[src/rtl/branch_predictor_if.sv]
// Fetch-lookup and resolve-update bundle between the CPU pipeline and branch_predictor.
interface branch_predictor_if #(
  parameter int ADDR_W    = 32,
  parameter int HIST_BITS = 4,
  parameter int STAT_W    = 16
);
  logic [ADDR_W-1:0]    pc_i;
  logic                 pred_taken_o;
  logic                 pred_hit_o;
  logic [ADDR_W-1:0]    pred_target_o;
  logic [HIST_BITS-1:0] pred_ghr_o;
  logic                 upd_valid_i;
  logic [ADDR_W-1:0]    upd_pc_i;
  logic                 upd_taken_i;
  logic [ADDR_W-1:0]    upd_target_i;
  logic                 upd_pred_taken_i;
  logic [ADDR_W-1:0]    upd_pred_target_i;
  logic [HIST_BITS-1:0] upd_ghr_i;
  logic                 mispredict_o;
  logic [ADDR_W-1:0]    redirect_pc_o;
  logic [STAT_W-1:0]    br_cnt_o;
  logic [STAT_W-1:0]    mis_cnt_o;

  modport master (
    output pc_i, upd_valid_i, upd_pc_i, upd_taken_i, upd_target_i,
           upd_pred_taken_i, upd_pred_target_i, upd_ghr_i,
    input  pred_taken_o, pred_hit_o, pred_target_o, pred_ghr_o,
           mispredict_o, redirect_pc_o, br_cnt_o, mis_cnt_o
  );

  modport slave (
    input  pc_i, upd_valid_i, upd_pc_i, upd_taken_i, upd_target_i,
           upd_pred_taken_i, upd_pred_target_i, upd_ghr_i,
    output pred_taken_o, pred_hit_o, pred_target_o, pred_ghr_o,
           mispredict_o, redirect_pc_o, br_cnt_o, mis_cnt_o
  );
endinterface

[src/rtl/branch_predictor.sv]
// Dynamic branch predictor: 2-bit counter table plus tagged BTB, selectable
// static/bimodal/gshare indexing, with saturating branch and mispredict counters.
module branch_predictor #(
  parameter int ADDR_W    = 32,
  parameter int IDX_BITS  = 6,
  parameter int TAG_BITS  = 8,
  parameter int HIST_BITS = 4,
  parameter int MODE      = 1,
  parameter int STAT_W    = 16
) (
  input logic               clk_i,
  input logic               rst_i,
  branch_predictor_if.slave bp
);
  localparam int ENTRIES = 1 << IDX_BITS;

  logic [1:0]          ctr     [ENTRIES];
  logic [TAG_BITS-1:0] tag_mem [ENTRIES];
  logic [ADDR_W-1:0]   tgt_mem [ENTRIES];
  logic [ENTRIES-1:0]  valid;
  logic [HIST_BITS-1:0] ghr;
  logic [STAT_W-1:0]   br_cnt;
  logic [STAT_W-1:0]   mis_cnt;

  logic [IDX_BITS-1:0] l_bidx, l_cidx, u_bidx, u_cidx, ghr_ext, upd_ghr_ext;
  logic [TAG_BITS-1:0] l_tag, u_tag;
  logic                hit, taken, mispredict;
  logic [HIST_BITS:0]  ghr_shift;
  logic                unused_bits;

  assign l_bidx      = bp.pc_i[IDX_BITS+1:2];
  assign l_tag       = bp.pc_i[IDX_BITS+TAG_BITS+1:IDX_BITS+2];
  assign u_bidx      = bp.upd_pc_i[IDX_BITS+1:2];
  assign u_tag       = bp.upd_pc_i[IDX_BITS+TAG_BITS+1:IDX_BITS+2];
  assign ghr_ext     = IDX_BITS'(ghr);
  assign upd_ghr_ext = IDX_BITS'(bp.upd_ghr_i);

  // Training uses the history captured at fetch, not the live GHR, so the
  // counter updated is the one that produced the prediction.
  assign l_cidx = (MODE == 2) ? (l_bidx ^ ghr_ext) : l_bidx;
  assign u_cidx = (MODE == 2) ? (u_bidx ^ upd_ghr_ext) : u_bidx;

  assign hit   = valid[l_bidx] && (tag_mem[l_bidx] == l_tag);
  assign taken = (MODE != 0) && hit && ctr[l_cidx][1];

  assign bp.pred_hit_o    = hit;
  assign bp.pred_taken_o  = taken;
  assign bp.pred_target_o = taken ? tgt_mem[l_bidx] : bp.pc_i + ADDR_W'(4);
  assign bp.pred_ghr_o    = ghr;

  assign mispredict = bp.upd_valid_i &&
                      ((bp.upd_taken_i != bp.upd_pred_taken_i) ||
                       (bp.upd_taken_i && (bp.upd_target_i != bp.upd_pred_target_i)));
  assign bp.mispredict_o  = mispredict;
  assign bp.redirect_pc_o = bp.upd_taken_i ? bp.upd_target_i : bp.upd_pc_i + ADDR_W'(4);

  assign bp.br_cnt_o  = br_cnt;
  assign bp.mis_cnt_o = mis_cnt;

  assign ghr_shift   = {ghr, bp.upd_taken_i};
  assign unused_bits = ^{bp.pc_i, bp.upd_pc_i, bp.upd_ghr_i, ghr_shift[HIST_BITS]};

  always_ff @(posedge clk_i) begin
    if (rst_i) begin
      ctr     <= '{default: 2'b01};
      valid   <= '0;
      ghr     <= '0;
      br_cnt  <= '0;
      mis_cnt <= '0;
    end else if (bp.upd_valid_i) begin
      if (MODE != 0) begin
        if (bp.upd_taken_i) begin
          if (ctr[u_cidx] != 2'b11) ctr[u_cidx] <= ctr[u_cidx] + 2'b01;
        end else begin
          if (ctr[u_cidx] != 2'b00) ctr[u_cidx] <= ctr[u_cidx] - 2'b01;
        end
      end
      if (bp.upd_taken_i) valid[u_bidx] <= 1'b1;
      ghr <= ghr_shift[HIST_BITS-1:0];
      if (br_cnt != '1) br_cnt <= br_cnt + 1'b1;
      if (mispredict && (mis_cnt != '1)) mis_cnt <= mis_cnt + 1'b1;
    end
  end

  // Tag/target payload needs no reset; valid alone gates its use.
  always_ff @(posedge clk_i) begin
    if (!rst_i && bp.upd_valid_i && bp.upd_taken_i) begin
      tag_mem[u_bidx] <= u_tag;
      tgt_mem[u_bidx] <= bp.upd_target_i;
    end
  end
endmodule

[src/flat_wrapper.sv]
// flat-port wrapper written by rule: the top's interface ports become plain ports
module branch_predictor_flat 
#(
  parameter int ADDR_W    = 32,
  parameter int IDX_BITS  = 6,
  parameter int TAG_BITS  = 8,
  parameter int HIST_BITS = 4,
  parameter int MODE      = 1,
  parameter int STAT_W    = 16
)
  (clk_i, rst_i, bp_pc_i, bp_upd_valid_i, bp_upd_pc_i, bp_upd_taken_i, bp_upd_target_i, bp_upd_pred_taken_i, bp_upd_pred_target_i, bp_upd_ghr_i, bp_pred_taken_o, bp_pred_hit_o, bp_pred_target_o, bp_pred_ghr_o, bp_mispredict_o, bp_redirect_pc_o, bp_br_cnt_o, bp_mis_cnt_o);
  branch_predictor_if #(.ADDR_W(ADDR_W), .HIST_BITS(HIST_BITS), .STAT_W(STAT_W)) bp_i ();
  input logic clk_i;
  input logic rst_i;
  input wire logic [$bits(bp_i.pc_i)-1:0] bp_pc_i;
  input wire logic [$bits(bp_i.upd_valid_i)-1:0] bp_upd_valid_i;
  input wire logic [$bits(bp_i.upd_pc_i)-1:0] bp_upd_pc_i;
  input wire logic [$bits(bp_i.upd_taken_i)-1:0] bp_upd_taken_i;
  input wire logic [$bits(bp_i.upd_target_i)-1:0] bp_upd_target_i;
  input wire logic [$bits(bp_i.upd_pred_taken_i)-1:0] bp_upd_pred_taken_i;
  input wire logic [$bits(bp_i.upd_pred_target_i)-1:0] bp_upd_pred_target_i;
  input wire logic [$bits(bp_i.upd_ghr_i)-1:0] bp_upd_ghr_i;
  output wire logic [$bits(bp_i.pred_taken_o)-1:0] bp_pred_taken_o;
  output wire logic [$bits(bp_i.pred_hit_o)-1:0] bp_pred_hit_o;
  output wire logic [$bits(bp_i.pred_target_o)-1:0] bp_pred_target_o;
  output wire logic [$bits(bp_i.pred_ghr_o)-1:0] bp_pred_ghr_o;
  output wire logic [$bits(bp_i.mispredict_o)-1:0] bp_mispredict_o;
  output wire logic [$bits(bp_i.redirect_pc_o)-1:0] bp_redirect_pc_o;
  output wire logic [$bits(bp_i.br_cnt_o)-1:0] bp_br_cnt_o;
  output wire logic [$bits(bp_i.mis_cnt_o)-1:0] bp_mis_cnt_o;
  assign bp_i.pc_i = bp_pc_i;
  assign bp_i.upd_valid_i = bp_upd_valid_i;
  assign bp_i.upd_pc_i = bp_upd_pc_i;
  assign bp_i.upd_taken_i = bp_upd_taken_i;
  assign bp_i.upd_target_i = bp_upd_target_i;
  assign bp_i.upd_pred_taken_i = bp_upd_pred_taken_i;
  assign bp_i.upd_pred_target_i = bp_upd_pred_target_i;
  assign bp_i.upd_ghr_i = bp_upd_ghr_i;
  assign bp_pred_taken_o = bp_i.pred_taken_o;
  assign bp_pred_hit_o = bp_i.pred_hit_o;
  assign bp_pred_target_o = bp_i.pred_target_o;
  assign bp_pred_ghr_o = bp_i.pred_ghr_o;
  assign bp_mispredict_o = bp_i.mispredict_o;
  assign bp_redirect_pc_o = bp_i.redirect_pc_o;
  assign bp_br_cnt_o = bp_i.br_cnt_o;
  assign bp_mis_cnt_o = bp_i.mis_cnt_o;
  branch_predictor #(.ADDR_W(ADDR_W), .IDX_BITS(IDX_BITS), .TAG_BITS(TAG_BITS), .HIST_BITS(HIST_BITS), .MODE(MODE), .STAT_W(STAT_W)) u_core (.clk_i(clk_i), .rst_i(rst_i), .bp(bp_i));
endmodule
[config.mk]
export PLATFORM = sky130hd
export DESIGN_NAME = branch_predictor_flat
export DESIGN_NICKNAME = d
export VERILOG_FILES = /design/src/rtl/branch_predictor_if.sv /design/src/rtl/branch_predictor.sv /design/src/flat_wrapper.sv
export SDC_FILE = /design/constraint.sdc
export NUM_CORES = 2
export LEC_CHECK = 0
export CORE_UTILIZATION = 35
export CTS_CLUSTER_SIZE = 8
export DETAILED_ROUTE_END_ITERATION = 10
export MAX_ROUTING_LAYER = met4
export SETUP_SLACK_MARGIN = 0.5
export SYNTH_ARGS = -nofsm -noshare
export SYNTH_HDL_FRONTEND = slang
export SYNTH_SLANG_ARGS = --single-unit
export TNS_END_PERCENT = 1
[constraint.sdc]
create_clock -name clk_i -period 6.8 [get_ports clk_i]
set_input_delay 1.36 -clock clk_i [delete_from_list [all_inputs] [get_ports clk_i]]
set_output_delay 1.36 -clock clk_i [all_outputs]
set_load 0.005 [all_outputs]
==> flow_metrics.py <==
metrics = {
    "floorplan": {
        "dieWidth_um": 562,
        "design.core.area_um2": 312000,
        "ioPinCount": 240,
        "rows": 205,
        "die_y_um": 562,
        "start_util_pct": 35.2,
        "dieArea_um2": 316000,
    },
    "drt": {
        "drtIter0Drc": 8078,
        "finalWirelength_um": 345000,
        "postRouteAntennaNets": 0,
        "viasPerCell": 5.79,
        "firstDrtPassIters": 7,
        "wire_per_inst_um": 33.7,
        "num_vias": 59200,
        "drc": 0,
    },
    "place": {
        "dpl.hpwl_um": 198000,
        "port_buffers": 235,
        "gp_congestion": 0.858,
        "placed_area_um2": 119000,
        "dp_worst_setup_slack_ns": -0.123,
    },
    "pwr": {
        "sw_frac_of_total_pct": 21.6,
        "p_leak_uw": 0.0418,
        "peakVddDrop_mv": 0.210,
        "power_density_nw_per_um2": 293,
        "pwr-share-seq_pct": 49.1,
        "intPower_uw": 30000,
        "switchingPower_uw": 8260,
        "power_frac_comb_pct": 5.5,
        "clkPwrFrac_pct": 45.4,
    },
    "critical_path": {
        "startpoint_type": "input pin",
        "r2r_cells": 15,
        "critical_path_buf_inv_count": 7,
        "crit_fanout": 11,
        "critPathKind": "input pin to output pin",
        "crit_path_max_incr_delay_ns": 0.60,
        "cp.arrival_ns": 5.19,
        "cp_top_family": "buffers and inverters",
        "crit_start": "bp_pc_i[2]",
        "crit_path_end_kind": "output pin",
        "cp.depth": 15,
        "worstPathRequired_ns": 5.44,
        "crit_chain": "buf_16 -> buf_4 -> bufbuf_16 -> nor2b_1 -> a2111oi_1 -> a211oi_1 -> o41ai_2 -> xnor2_1 -> o2111ai_2 -> nor3_4 -> buf_12 -> buf_16 -> buf_12 -> mux2_2 -> clkdlybuf4s50_1",
        "critPathSlowestCell": "o41ai_2",
        "reg2reg_slack_ns": 2.44,
    },
    "clocking": {
        "cts_tree": "yes",
        "htreeDepth": 5,
        "clock_latency_ns": 0.89,
        "ctsHoldBuffers": 0,
        "clkTransAtPathRegs_ns": 0.05,
        "numCtsBuffers": 393,
        "cts.path.max_buffers": 4,
        "cts.sinks": 2788,
        "root_buffer": "clkbuf_16",
    },
    "yosys": {
        "postSynthCellCount": 5314,
        "syn_avg_cell_area_um2": 20.7,
        "synth-edff-count": 2560,
        "yosysUniqueCellTypes": 66,
        "yosys_warnings": 0,
        "synth_flop_cell": "edfxtp_1",
        "netlist_area_um2": 110000,
        "yosysSeqAreaShare_pct": 74.2,
        "ys_seq_elements": 2788,
        "syn-num-nets": 5457,
        "ys_async_sr_fraction_pct": 0,
    },
    "global_routing": {
        "grt_pass1_wl_um": 473000,
        "grt_pass1_vias": 59400,
        "grt_use_total_pct": 22.2,
        "grt_max_degree": 133,
        "grt-ovfl-total": 0,
        "antenna_found_initial": 30,
    },
    "outcome": {
        "outcome": "finished clean",
    },
    "hold_path": {
        "min_from": "u_core.valid[55]",
        "min_to": "u_core.valid[55]",
        "holdPathStages": 1,
        "min_path_type": "flip-flop to flip-flop",
    },
    "final_layout": {
        "syn_to_final_growth_pct": 19.1,
        "layout_common_cells": "edfxtp_1, mux4_2, clkbuf_16",
        "fin_area_um2": 131000,
        "final_core_util_pct": 41.9,
        "drive_gt1_share_pct": 29.2,
        "nNetsFinal": 6123,
        "final_common_cell": "edfxtp_1",
        "fill_cells": 27000,
    },
    "sta": {
        "finalWorstSetupSlack_ns": 0.250,
        "finalHoldViolCount": 0,
        "min_period_over_period_pct": 96.3,
        "fmax_mhz": 153,
        "setup_viol": 0,
        "drv_slew": 0,
        "worstMarginPinSlew_ns": 1.39,
        "grt_setup_unrepaired": "true",
        "skew_ns": 0.0366,
        "fin_crit_ns": 6.55,
        "slew_headroom_pct": 7.33,
    },
    "flow_run": {
        "max_cap_violations": 0,
    },
}
## power by group through the flow
stage          clock, uW  combinational (uW)  sequential, uW
6_report           17400                2100           18800
4_1_cts            17600                2110           18800
2_1_floorplan          0                1060           19100
5_1_grt            18300                2210           18800
3_5_place_dp           0                2060           19100
3_3_place_gp           0                2040           19100
## how the worst max path moves through the flow
stage | endpoint
floorplan | u_core.tag_mem[15][0]
global placement | bp_pred_target_o[28]
detailed placement | bp_pred_target_o[28]
CTS | bp_pred_target_o[20]
global route | bp_pred_target_o[21]
finish | bp_pred_target_o[20]
## per-layer routing
metal  share of wire (%)  up-vias  global-route usage (%)
li1                    -    23300                       -
met1                  40    31900                    29.4
met2                  48     3323                    34.9
met3                 8.7      600                    3.62
met4                 3.5        0                    7.24
met5                   0        -                       -
## sequential cells by signal (all words and copies together), names as in the netlist, named ones only
| register | count |
|---|---|
| u_core.bp.mis_cnt_o | 16 |
| u_core.tag_mem | 512 |
| u_core.tgt_mem | 2048 |
| u_core.bp.br_cnt_o | 16 |
| u_core.bp.pred_ghr_o | 4 |
| u_core.valid | 64 |
| u_core.ctr | 64 |
## through the flow
step | instances | TNS (ns) | power, uW | hold slack [ns]
finish | 10200 | 0 | 38300 | 0.447
global route | 10200 | 0 | 39300 | 0.463
CTS | 10200 | 0 | 38500 | 0.449
detailed placement | 9699 | -0.232 | 21200 | 0.437
global placement | 9699 | -0.281 | 21100 | 0.427
floorplan | 5314 | 0 | 20200 | 0.421
## synthesized netlist by cell type, types with 13 or more instances
library cell | n | share of area (%)
a21o_1 | 65 | 0.44
a21oi_1 | 84 | 0.38
a221oi_1 | 20 | 0.16
a22o_1 | 14 | 0.11
a22oi_1 | 50 | 0.34
a31oi_1 | 14 | 0.080
and3_1 | 23 | 0.13
buf_1 | 21 | 0.072
buf_2 | 127 | 0.58
buf_4 | 21 | 0.14
buf_6 | 18 | 0.18
clkbuf_1 | 122 | 0.42
dfxtp_1 | 228 | 4.2
edfxtp_1 | 2560 | 70
inv_1 | 15 | 0.051
mux2_2 | 42 | 0.43
mux2i_1 | 70 | 0.64
mux4_2 | 805 | 17
nand2_1 | 326 | 1.1
nand3_1 | 121 | 0.55
nand4_1 | 25 | 0.14
nor2_1 | 142 | 0.49
nor2b_1 | 13 | 0.074
nor3_1 | 24 | 0.11
o211ai_1 | 64 | 0.44
o21ai_0 | 56 | 0.26
or3_1 | 13 | 0.074
xnor2_1 | 64 | 0.51
xor2_1 | 54 | 0.43
## cell families (layout without fill, tap and decap cells)
family,after synthesis,after routing,synth area share (%)
DFF,2788,2788,74.2
muxes,929,929,17.8
and+or+nand+nor,738,738,3.01
AOI/OAI and AO/OA,409,409,2.53
buffers and inverters,326,1073,1.45
xor gates and xnor gates,118,118,0.942
adders and majority gates,6,6,0.0684
other,0,14,0
## timing repair
| item | in CTS | in global routing |
|---|---|---|
| buffers inserted | 18 | 0 |
| pin swaps | 10 | 6 |
| setup endpoints to repair | 35 | 40 |
| resized for setup | 61 | 24 |
| cloned | 7 | 1 |
## final cells by class
type	count	area [um2]	share of cell area [%]
flip-flops and latches	2788	81400	62.3
diodes	14	35.0	0.0268
well taps	4140	5180	3.96
multi-input cells	2200	27400	21.0
clock inverters	24	434	0.332
inverters	17	76.3	0.0584
repair buffers	580	5960	4.56
clock buffers	452	10200	7.77
Note: power is estimated with default switching activity, not from simulation.
